File: src/rtl/tw27_addr_seq.sv
// Twiddle-address sequencer for the 27-point DFT inter-stage twiddle multiply (e = k1*n2).
// Define TW27_INV_EN to enable the inverse-DFT address path selected by the latched inv input.
module tw27_addr_seq #(
  parameter int ORDER = 0,
  parameter int TW_FF = 0
) (
  input  logic       clk,
  input  logic       rst,
  input  logic       start,
  input  logic       cont,
  input  logic       di_en,
  input  logic       inv,
  output logic [4:0] tw_addr,
  output logic       tw_dv,
  output logic       tw_last,
  output logic       busy,
  output logic       err
);

  localparam logic [3:0] N2_MAX = (ORDER == 0) ? 4'd8 : 4'd2;

  typedef enum logic {IDLE, RUN} state_t;

  state_t     state_q, state_d;
  logic [4:0] idx_q, idx_d, e_q, e_d, tw_addr_q, tw_addr_d;
  logic [3:0] k1_q, k1_d, n2_q, n2_d;
  logic       tw_vld_q, tw_vld_d, last_q, last_d, err_q, err_d;
  logic       accept;
  logic [4:0] idx_c, e_c, addr_c;
  logic [3:0] k1_c, n2_c;

  // A start in the same cycle as di_en makes that sample index 0 of the new frame.
  assign idx_c = start ? 5'd0 : idx_q;
  assign e_c   = start ? 5'd0 : e_q;
  assign k1_c  = start ? 4'd0 : k1_q;
  assign n2_c  = start ? 4'd0 : n2_q;

`ifdef TW27_INV_EN
  logic inv_q, inv_d;
  assign inv_d  = start ? inv : inv_q;
  assign addr_c = (inv_d && (e_c != 5'd0)) ? (5'd27 - e_c) : e_c;

  always_ff @(posedge clk or posedge rst) begin
    if (rst) inv_q <= 1'b0;
    else     inv_q <= inv_d;
  end
`else
  logic unused_inv;
  assign unused_inv = inv;
  assign addr_c     = e_c;
`endif

  always_comb begin
    state_d   = state_q;
    idx_d     = idx_c;
    e_d       = e_c;
    k1_d      = k1_c;
    n2_d      = n2_c;
    err_d     = err_q;
    tw_addr_d = tw_addr_q;
    tw_vld_d  = 1'b0;
    last_d    = 1'b0;
    accept    = di_en & ((state_q == RUN) | start);

    if (start) begin
      state_d = RUN;
      err_d   = 1'b0;
    end else if ((state_q == IDLE) && di_en) begin
      err_d = 1'b1;
    end

    if (accept) begin
      tw_vld_d  = 1'b1;
      tw_addr_d = addr_c;
      last_d    = (idx_c == 5'd26);
      if (idx_c == 5'd26) begin
        idx_d = 5'd0;
        k1_d  = 4'd0;
        n2_d  = 4'd0;
        e_d   = 5'd0;
        if (!cont && !start) state_d = IDLE;
      end else begin
        idx_d = idx_c + 5'd1;
        if (n2_c == N2_MAX) begin
          n2_d = 4'd0;
          k1_d = k1_c + 4'd1;
          e_d  = 5'd0;
        end else begin
          // Incremental k1*n2; peaks at 16 so no modulo is needed.
          n2_d = n2_c + 4'd1;
          e_d  = e_c + {1'b0, k1_c};
        end
      end
    end
  end

  always_ff @(posedge clk or posedge rst) begin
    if (rst) begin
      state_q   <= IDLE;
      idx_q     <= 5'd0;
      e_q       <= 5'd0;
      k1_q      <= 4'd0;
      n2_q      <= 4'd0;
      tw_addr_q <= 5'd0;
      tw_vld_q  <= 1'b0;
      last_q    <= 1'b0;
      err_q     <= 1'b0;
    end else begin
      state_q   <= state_d;
      idx_q     <= idx_d;
      e_q       <= e_d;
      k1_q      <= k1_d;
      n2_q      <= n2_d;
      tw_addr_q <= tw_addr_d;
      tw_vld_q  <= tw_vld_d;
      last_q    <= last_d;
      err_q     <= err_d;
    end
  end

  // Strobes are delayed to line up with the ROM output register(s).
  generate
    if (TW_FF == 0) begin : g_no_dly
      assign tw_dv   = tw_vld_q;
      assign tw_last = last_q;
    end else begin : g_dly
      logic [TW_FF-1:0] dv_sr_q, dv_sr_d, last_sr_q, last_sr_d;
      genvar gi;
      for (gi = 0; gi < TW_FF; gi++) begin : g_stage
        if (gi == 0) begin : g_first
          assign dv_sr_d[gi]   = tw_vld_q;
          assign last_sr_d[gi] = last_q;
        end else begin : g_next
          assign dv_sr_d[gi]   = dv_sr_q[gi-1];
          assign last_sr_d[gi] = last_sr_q[gi-1];
        end
        always_ff @(posedge clk or posedge rst) begin
          if (rst) begin
            dv_sr_q[gi]   <= 1'b0;
            last_sr_q[gi] <= 1'b0;
          end else begin
            dv_sr_q[gi]   <= dv_sr_d[gi];
            last_sr_q[gi] <= last_sr_d[gi];
          end
        end
      end
      assign tw_dv   = dv_sr_q[TW_FF-1];
      assign tw_last = last_sr_q[TW_FF-1];
    end
  endgenerate

  assign tw_addr = tw_addr_q;
  assign busy    = (state_q == RUN);
  assign err     = err_q;

endmodule

File: config.mk
export PLATFORM = sky130hd
export DESIGN_NAME = tw27_addr_seq
export DESIGN_NICKNAME = d
export VERILOG_FILES = /design/src/rtl/tw27_addr_seq.sv
export SDC_FILE = /design/constraint.sdc
export NUM_CORES = 1
export LEC_CHECK = 0
export CORE_MARGIN = 3
export CORE_UTILIZATION = 56
export DETAILED_ROUTE_END_ITERATION = 8
export GPL_TIMING_DRIVEN = 0
export PLACE_DENSITY = 0.78
export SLEW_MARGIN = 20
export SYNTH_ARGS = -nofsm -noshare
export SYNTH_HDL_FRONTEND = slang
export SYNTH_SLANG_ARGS = --single-unit
File: constraint.sdc
create_clock -name clk -period 2.5 [get_ports clk]
set_clock_uncertainty 0.15 [all_clocks]
set_input_delay 0.75 -clock clk [delete_from_list [all_inputs] [get_ports clk]]
set_output_delay 0.75 -clock clk [all_outputs]
set_load 0.05 [all_outputs]
* Word level (Yosys, flattened, before mapping)
Cells that the tools add are included.
Widths: inputs -> output; s select.
** Storage, ports and cells
- Memory bits (read-only) :: 0
- Bits of input ports :: 6
- Flip-flop bits (word level) :: 27
- Latch bits :: 0
- Memory bits (writable) :: 0
- Output and inout port bits :: 9
- Memories kept :: 0
** Operators by class
- $mul :: 0
- Bitwise logic cells :: 3
- Equality and inequality tests :: 2
- Reductions and logical operators :: 5
- Add/subtract/negate cells :: 4
- $lt $le $gt $ge :: 0
- Shift-type cells :: 0
- Mux-type cells :: 23
- Divide/modulo/power cells :: 0
** Operators with widths (count)
- $mux 5 :: 7
- $mux 4 :: 8
- $add 4x1->4 const B :: 2
- $mux 1 :: 8
- $add 5x1->5 const B :: 1
- $add 5x4->5 :: 1
- $eq 5x5->1 const B :: 1
- $eq 4x4->1 const B :: 1
- $logic_and 1x1->1 :: 2
- $logic_not 1->1 :: 2
- $reduce_bool 2->1 :: 1
- $and 1x1->1 :: 1
- $not 1->1 :: 1
- $or 1x1->1 :: 1

* Depth between registers and ports, before layout
Gate-level depths: netlist of the first run.
- Word-level depth :: 5
- Depth in mapped cells :: 9

* Worst setup path before layout of the first run
No wires, ideal clock.
- Path type :: input -> register
- Start point :: input port start
- End point :: register state_q, in the netlist busy
- Required time :: 2.224 ns
- Path buffers :: 3
- Stages :: 9
- Arrival time :: 2.143 ns
- Library setup time :: 0.126 ns
- Setup slack :: 0.081 ns
- Cell sequence :: buf_6 buf_2 nor2b_1 ha_1 nand4b_4 or2_1 buf_2 nor3b_2 o21ai_1
** On the way
- Word-level cells in the longest chain between the ends :: 5
- Elaborated cells between the ends (all ways) :: 10
- Classes of those cells :: eq/ne (1); mux (5); bitwise (2); reduce/logical (2)
** Ends and longest elaborated chain
- start: declaration :: RTL line 9 : input logic start,
- parallel branches: the longest is 4 deep, another holds $mux 5
- $mux 1 (*) :: RTL line 72 : if (accept) begin
- via state_d :: RTL line 24 : state_t state_q, state_d;
- end signal: assignment :: RTL line 109 : state_q <= state_d;
- end: declaration :: RTL line 24
Mark *: on every way through the listed nets, which the timed path passes.
A chain may end at the register's enable or synchronous reset.

* Worst setup path after layout of the first run
- Start point :: input port start
- End point :: register idx_q[3]
** On the way
- Word-level cells in the longest chain between the ends :: 4
- Elaborated cells between the ends (all ways) :: 7
- Classes of those cells :: add/sub (1); eq/ne (1); mux (3); bitwise (2)
** Ends and longest elaborated chain
- $mux 5 :: RTL line 33 : assign idx_c = start ? 5'd0 : idx_q;
- $add 5x1->5 or $eq 5x5->1 (tied branches) :: RTL line 83, 76
- $mux 5 :: RTL line 76 : if (idx_c == 5'd26) begin
- $mux 5 (*) :: RTL line 72
- via idx_d[3] :: RTL line 25 : logic [4:0] idx_q, idx_d, e_q, e_d, tw_addr_q, tw_addr_d;
- end signal: assignment :: RTL line 110 : idx_q <= idx_d;
- end: declaration :: RTL line 25
The timed path passes the listed nets; every way through them passes the cells marked *.

==> results of run 1 <==
[logic make-up (layout without fill, tap and decap cells)]
kind of cell / after synthesis / in the layout / synth area share (%)
compound gates: 32 / 32 / 15.5
xor+xnor: 7 / 7 / 4.02
fa+ha+maj: 9 / 9 / 7.21
buf+inv: 15 / 34 / 4.75
flops: 27 / 27 / 44.3
mux: 3 / 3 / 2.05
simple gates: 62 / 62 / 22.2
[Yosys cell counts, types with 2 or more instances]
cell	instances	area (um2)
a21oi_1	4	20.0
and2_1	2	12.5
buf_2	4	20.0
dfrtp_1	27	676
ha_1	8	100
inv_1	7	26.3
mux2i_1	2	20.0
nand2_1	23	86.3
nand2b_1	2	12.5
nand3_1	6	30.0
nor2_1	10	37.5
nor2b_1	7	43.8
nor3_1	3	15.0
o21ai_0	11	55.1
o21ai_1	2	10.0
xnor2_1	5	43.8
xor2_1	2	17.5
[metal layers]
layer / global-route usage (%) / share of wire [%] / up-vias
met2: 37.3 / 52 / 20
met1: 27.3 / 45 / 577
met5: 0 / 0 / -
met4: 7.95 / 0.74 / 0
li1: - / - / 576
met3: 2.00 / 2.7 / 2
[layout make-up]
| class | instances | area (um2) | area share, % |
|---|---|---|---|
| Multi-Input combinational cell | 113 | 807 | 45.5 |
| Sequential cell | 27 | 676 | 38.1 |
| Timing Repair Buffer | 15 | 143 | 8.04 |
| Buffer | 7 | 52.6 | 2.96 |
| Tap cell | 30 | 37.5 | 2.12 |
| Inverter | 8 | 32.5 | 1.83 |
| Clock buffer | 4 | 26.3 | 1.48 |
[critical path, cell delays in order]
cell and delay [ps]:
dlygate4sd2_1 270, buf_6 150, buf_8 140, nor2b_2 170
ha_2 220, nand4b_4 130, or2_1 220, buf_2 180
a21oi_1 150, o22ai_1 90
[power groups by stage]
stage	sequential, uW	clock [uW]	combinational (uW)
final	449	190	80.3
after global routing	451	214	88.4
after CTS	449	198	77.5
after detailed placement	458	0	71.4
after global placement	457	0	69.8
after floorplan	459	0	45.3
[final timing paths]
kind | startpoint | end | slack [ps] | cells after the start
worst max register to register | k1_q[0] | e_q[4] | 570 | 7
worst min register to register | tw_addr[0] | tw_addr[0] | 340 | 2
min in group asynchronous | rst | e_q[2] | 640 | 2
worst min-delay path | tw_addr[0] | tw_addr[0] | 340 | 2
max in group asynchronous | rst | e_q[4] | 1180 | 2
worst max-delay path | start | idx_q[3] | 70 | 10
[repair_timing]
item                       CTS  global route
setup buffers                2             0
setup endpoints to repair   19             2
cloned                       0             0
hold buffers                 0             0
gates resized for setup      9             4
[through the flow]
stage	instance area (um2)	total power, uW
floorplan	1530	505
global placement	1690	527
detailed placement	1690	529
CTS	1760	724
global route	1770	753
finish	1770	720
[flip-flops by register name, indices dropped and copies added, names as in the netlist]
register and flops:
idx_q 5, tw_addr 5, err 1, e_q 5, n2_q 4, tw_dv 1, busy 1, tw_last 1
k1_q 4
==> summary.md, run 1 <==
| Metric | Value |
|---|---|
| Status | `finished, final reports clean` |
| PD cells | `a little over 400 nW/um2` |
| Ports | `15` |
| CP endpoint kind | `register` |
| Fill count | `206` |
| Slew HR | `between 60% and 70%` |
| Net Count, Synth | `between 150 and 200` |
| WP data arrival | `about 2500 ps` |
| Chip width | `between 50 and 60 um` |
| Placed insts | `198` |
| Critical Path RT | `2540 ps` |
| Vias in the first global route | `1222` |
| Clk slew on worst S/H paths | `150 ps` |
| Clock Latency Late Sink | `approximately 320 ps` |
| Number of synthesized flops with an enable pin | `0` |
| Place WS | `-656 ps` |
| Final TNS setup | `0 ps` |
| Vias | `between 1000 and 1500` |
| DR iter-0 viols | `9` |
| Wire length per cell | `between 15 and 20 um` |
| Kind of critical path | `in -> reg` |
| Most used DFF post-synth | `dfrtp_1` |
| Util after Layout | `69.7%` |
| Number of synthesized register bits | `27` |
| Unrepaired setup endpoints after global routing | `true` |
| Final setup viols | `0` |
| Grt ovf | `0` |
| Antenna Nets Post-Route | `0` |
| MaxCap Viol Count | `0` |
| Commonest non-fill, non-tap cells in the layout | `dfrtp_1, nand2_1, o21ai_0, clkdlybuf4s50_1, nor2_1` |
| Initial antenna violation count | `0` |
| Most common library cell in the layout ignoring fill and taps | `dfrtp_1` |
| Die Y | `between 50 and 60 um` |
| Avg Inst Size Synth | `a little under 10 um2` |
| Starting Density | `between 50% and 60%` |
| Final period utilization | `a little over nine tenths` |
| First-pass GRT wire length | `approximately 5500 um` |
| Pin count of the biggest net entering global routing | `28` |
| Worst-path fanout max | `10` |
| Combinational group share of total power | `between 10% and 20%` |
| Final WS setup | `between 70 and 80 ps` |
| Pre-antenna DRT Iters | `4` |
| Fin cells | `204` |
| Synthesis warning total | `0` |
| Via/cell ratio | `around 5.8` |
| Fin. Hold Viols | `0` |
| Drt total wl | `about 3100 um` |
| Post-Synthesis Cells | `155` |
| Post-Syn Area | `1530 um2` |
| Setup crit start kind | `primary input` |
| Synth cell types | `47` |
| Share of layout cells above drive strength 1 | `between 10 and 15%` |
| Reg power frac | `approximately 62%` |
| CTS H-tree depth | `1` |
| Clk pwr share | `a little over a quarter` |
| Psw | `183 uW` |
| Maximum clock insertion buffer count | `2` |
| CTS sink count | `27` |
| Area growth syn-to-layout | `16.2%` |
| DP HPWL | `2220 um` |
| Die area | `roughly 3400 um2` |
| Row count | `18` |
| Hold WS | `~340 ps` |
| Maximum vdd ir drop | `about 320 uV` |
| CTS tree | `done` |
| F_max | `a little over 400 MHz` |
| Final net count | `about 190` |
| Tightest Pin Transition | `571 ps` |
| Final max-slew violation count | `0` |
| Core Region | `~2500 um2` |
| Leakage power | `0.000825 uW` |
| Total CTS buffers | `3` |
| Ant diodes | `0` |
| Fin crit period | `2430 ps` |
| Total Routing Usage GR | `21.3%` |
| Placer Congestion | `~0.84` |
| Pint | `537 uW` |
| Switching share of power | `approximately a quarter` |
| FFs w/ async S/R, synth | `between 90% and 100%` |
| Sequential area share after synthesis | `between 40% and 50%` |
| Hold WC Path Type | `reg -> reg` |
| Clock root cell | `clkbuf_4` |
| # DRC | `0` |
| Buffers on Ports | `13` |
Note: power is estimated with default switching activity, not from simulation.
==> run 2: changes to the inputs <==
--- a/config.mk
+++ b/config.mk
@@ -5,7 +5,6 @@
 export SDC_FILE = /design/constraint.sdc
 export NUM_CORES = 1
 export LEC_CHECK = 0
-export CORE_MARGIN = 3
 export CORE_UTILIZATION = 56
 export DETAILED_ROUTE_END_ITERATION = 8
 export GPL_TIMING_DRIVEN = 0
==> run 2 against run 1 <==
Die area decreased by 13%. Combinational power increased by 1%. Largest power group unchanged. Via count unchanged. Final area increased by 2.1%. Clock power barely moved. Final cell count increased by 0.49%. Highest routed layer unchanged.
==> summary.md, run 2 (synthesized netlist as in run 1, its figures left out) <==
| Metric | Value |
|---|---|
| First-pass GRT wire length | `between 4000 and 5000 um` |
| Largest stage delay on the critical path | `260 ps` |
| # DRC | `0` |
| Fill count | `approximately 190` |
| Power Total | `~720 uW` |
| CTS sink count | `27` |
| Area taken by flip-flops and latches | `just under 700 um2` |
| Setup crit start kind | `primary input` |
| Ant diodes | `0` |
| Chip width | `54.2 um` |
| Kind of critical path | `in -> reg` |
| Die Y | `between 50 and 60 um` |
| CP Cell Sequence | `dlygate4sd2_1 > buf_6 > buf_8 > nor2b_2 > ha_2 > nand4b_4 > or2_1 > buf_2 > nor2_8 > nor3_1` |
| Die area | `between 2000 and 3000 um2` |
| Final TNS setup | `0 ps` |
| CTS H-tree depth | `1` |
| Critical Path RT | `roughly 2600 ps` |
| Slew HR | `62.5%` |
| Most common library cell in the layout ignoring fill and taps | `dfrtp_1` |
| Slowest CP cell | `dlygate4sd2_1` |
| CTS tree | `done` |
| Final max-slew violation count | `0` |
| Hold WC Path Type | `reg -> reg` |
| Vias | `1175` |
| Commonest non-fill, non-tap cells in the layout | `dfrtp_1, nand2_1, o21ai_0, clkdlybuf4s50_1, nor2_1` |
| Core Region | `roughly 2500 um2` |
| Pre-antenna DRT Iters | `4` |
| Leakage power | `0.000837 uW` |
| Status | `finished, final reports clean` |
| Placer Congestion | `~0.82` |
| Clock root cell | `clkbuf_4` |
| Final period utilization | `97.2%` |
| Drt total wl | `roughly 3100 um` |
| MaxCap Viol Count | `0` |
| Final setup viols | `0` |
| Buffers on Ports | `13` |
| Grt ovf | `0` |
| Clock Latency Late Sink | `320 ps` |
| WP data arrival | `between 2000 and 3000 ps` |
| Share of layout cells above drive strength 1 | `roughly 18%` |
| Fin. Hold Viols | `0` |
| Starting Density | `approximately 61%` |
| Worst-path fanout max | `10` |
| Tightest Pin Transition | `approximately 560 ps` |
| Pint | `between 500 and 600 uW` |
| Total CTS buffers | `3` |
| Psw | `about 190 uW` |
| Vias in the first global route | `1096` |
| Combinational group share of total power | `11.2%` |
| DR iter-0 viols | `25` |
| Initial antenna violation count | `0` |
| PD cells | `about 400 nW/um2` |
| Switching share of power | `between 20 and 30%` |
| Wire length per cell | `between 15 and 20 um` |
| Area of the multi-input gates | `about 820 um2` |
| Via/cell ratio | `5.73` |
| Row count | `18` |
| # hold bufs at CTS | `0` |
| Area growth syn-to-layout | `18.7%` |
| Maximum vdd ir drop | `295 uV` |
| Final net count | `between 150 and 200` |
| Reg power frac | `between 60 and 70%` |
| Pin count of the biggest net entering global routing | `28` |
| Total Routing Usage GR | `approximately 24%` |
| Fin crit period | `between 2000 and 2500 ps` |
| Maximum clock insertion buffer count | `2` |
| DP HPWL | `around 2200 um` |
| Hold WS | `around 340 ps` |
| Antenna Nets Post-Route | `0` |
| Clk pwr share | `around a quarter` |
| Clk slew on worst S/H paths | `about 150 ps` |
| Ports | `15` |
| CP endpoint kind | `register` |
| F_max | `just over 400 MHz` |
==> run 2: final cells by class <==
type / instances / share of cell area (%)
buffer: 7 / 3.11
clock buffer: 3 / 1.24
sequential: 27 / 37.3
inverter: 8 / 1.80
clock inverter: 1 / 0.414
timing repair buffer: 16 / 8.98
multi-input combinational: 113 / 45.1
tap: 30 / 2.07
==> run 2: power groups by stage <==
stage | Combinational, uW | Clock (uW) | Sequential [uW]
6_report | 81.1 | 192 | 449
5_1_grt | 89.9 | 216 | 451
4_1_cts | 79.3 | 198 | 449
3_5_place_dp | 71.6 | 0 | 458
3_3_place_gp | 69.7 | 0 | 457
2_1_floorplan | 45.3 | 0 | 459
==> run 2: critical path: cells and delay by family <==
| kind | cells | cell delay (ps) |
|---|---|---|
| fa+ha+maj | 1 | 220 |
| buf+inv | 4 | 730 |
| simple gates | 5 | 800 |
==> run 2: final timing paths <==
check / start / to / slack, ps / cells after the start
min: tw_addr[1] / tw_addr[1] / 340 / 2
max: start / idx_q[4] / 70 / 10
max reg2reg: k1_q[0] / e_q[4] / 540 / 7
min reg2reg: tw_addr[1] / tw_addr[1] / 340 / 2
max in group asynchronous: rst / idx_q[0] / 1190 / 2
min in group asynchronous: rst / tw_addr[2] / 630 / 2
==> run 2: layer usage <==
metal | wire length, um | up-vias | global-route usage (%)
met5 | 0 | - | 0
met4 | 72 | 0 | 9.83
met3 | 99 | 8 | 3.61
met2 | 1520 | 29 | 38.2
met1 | 1430 | 566 | 33.0
li1 | - | 572 | -
==> run 2: what timing repair did <==
item	in CTS	in global routing
buffers inserted	2	1
pin swaps	0	0
resized for setup	12	5
setup endpoints to repair	19	2
==> run 2: per-stage QoR <==
step,cell area (um2),cells,util [%],setup WS [ps]
after global placement,1690,198,67.2,-643
after floorplan,1530,155,-,80.9
after global routing,1810,205,71.8,-2.54
after detailed placement,1690,198,67.2,-719
final,1810,205,71.8,69.9
after CTS,1780,204,70.5,66.7
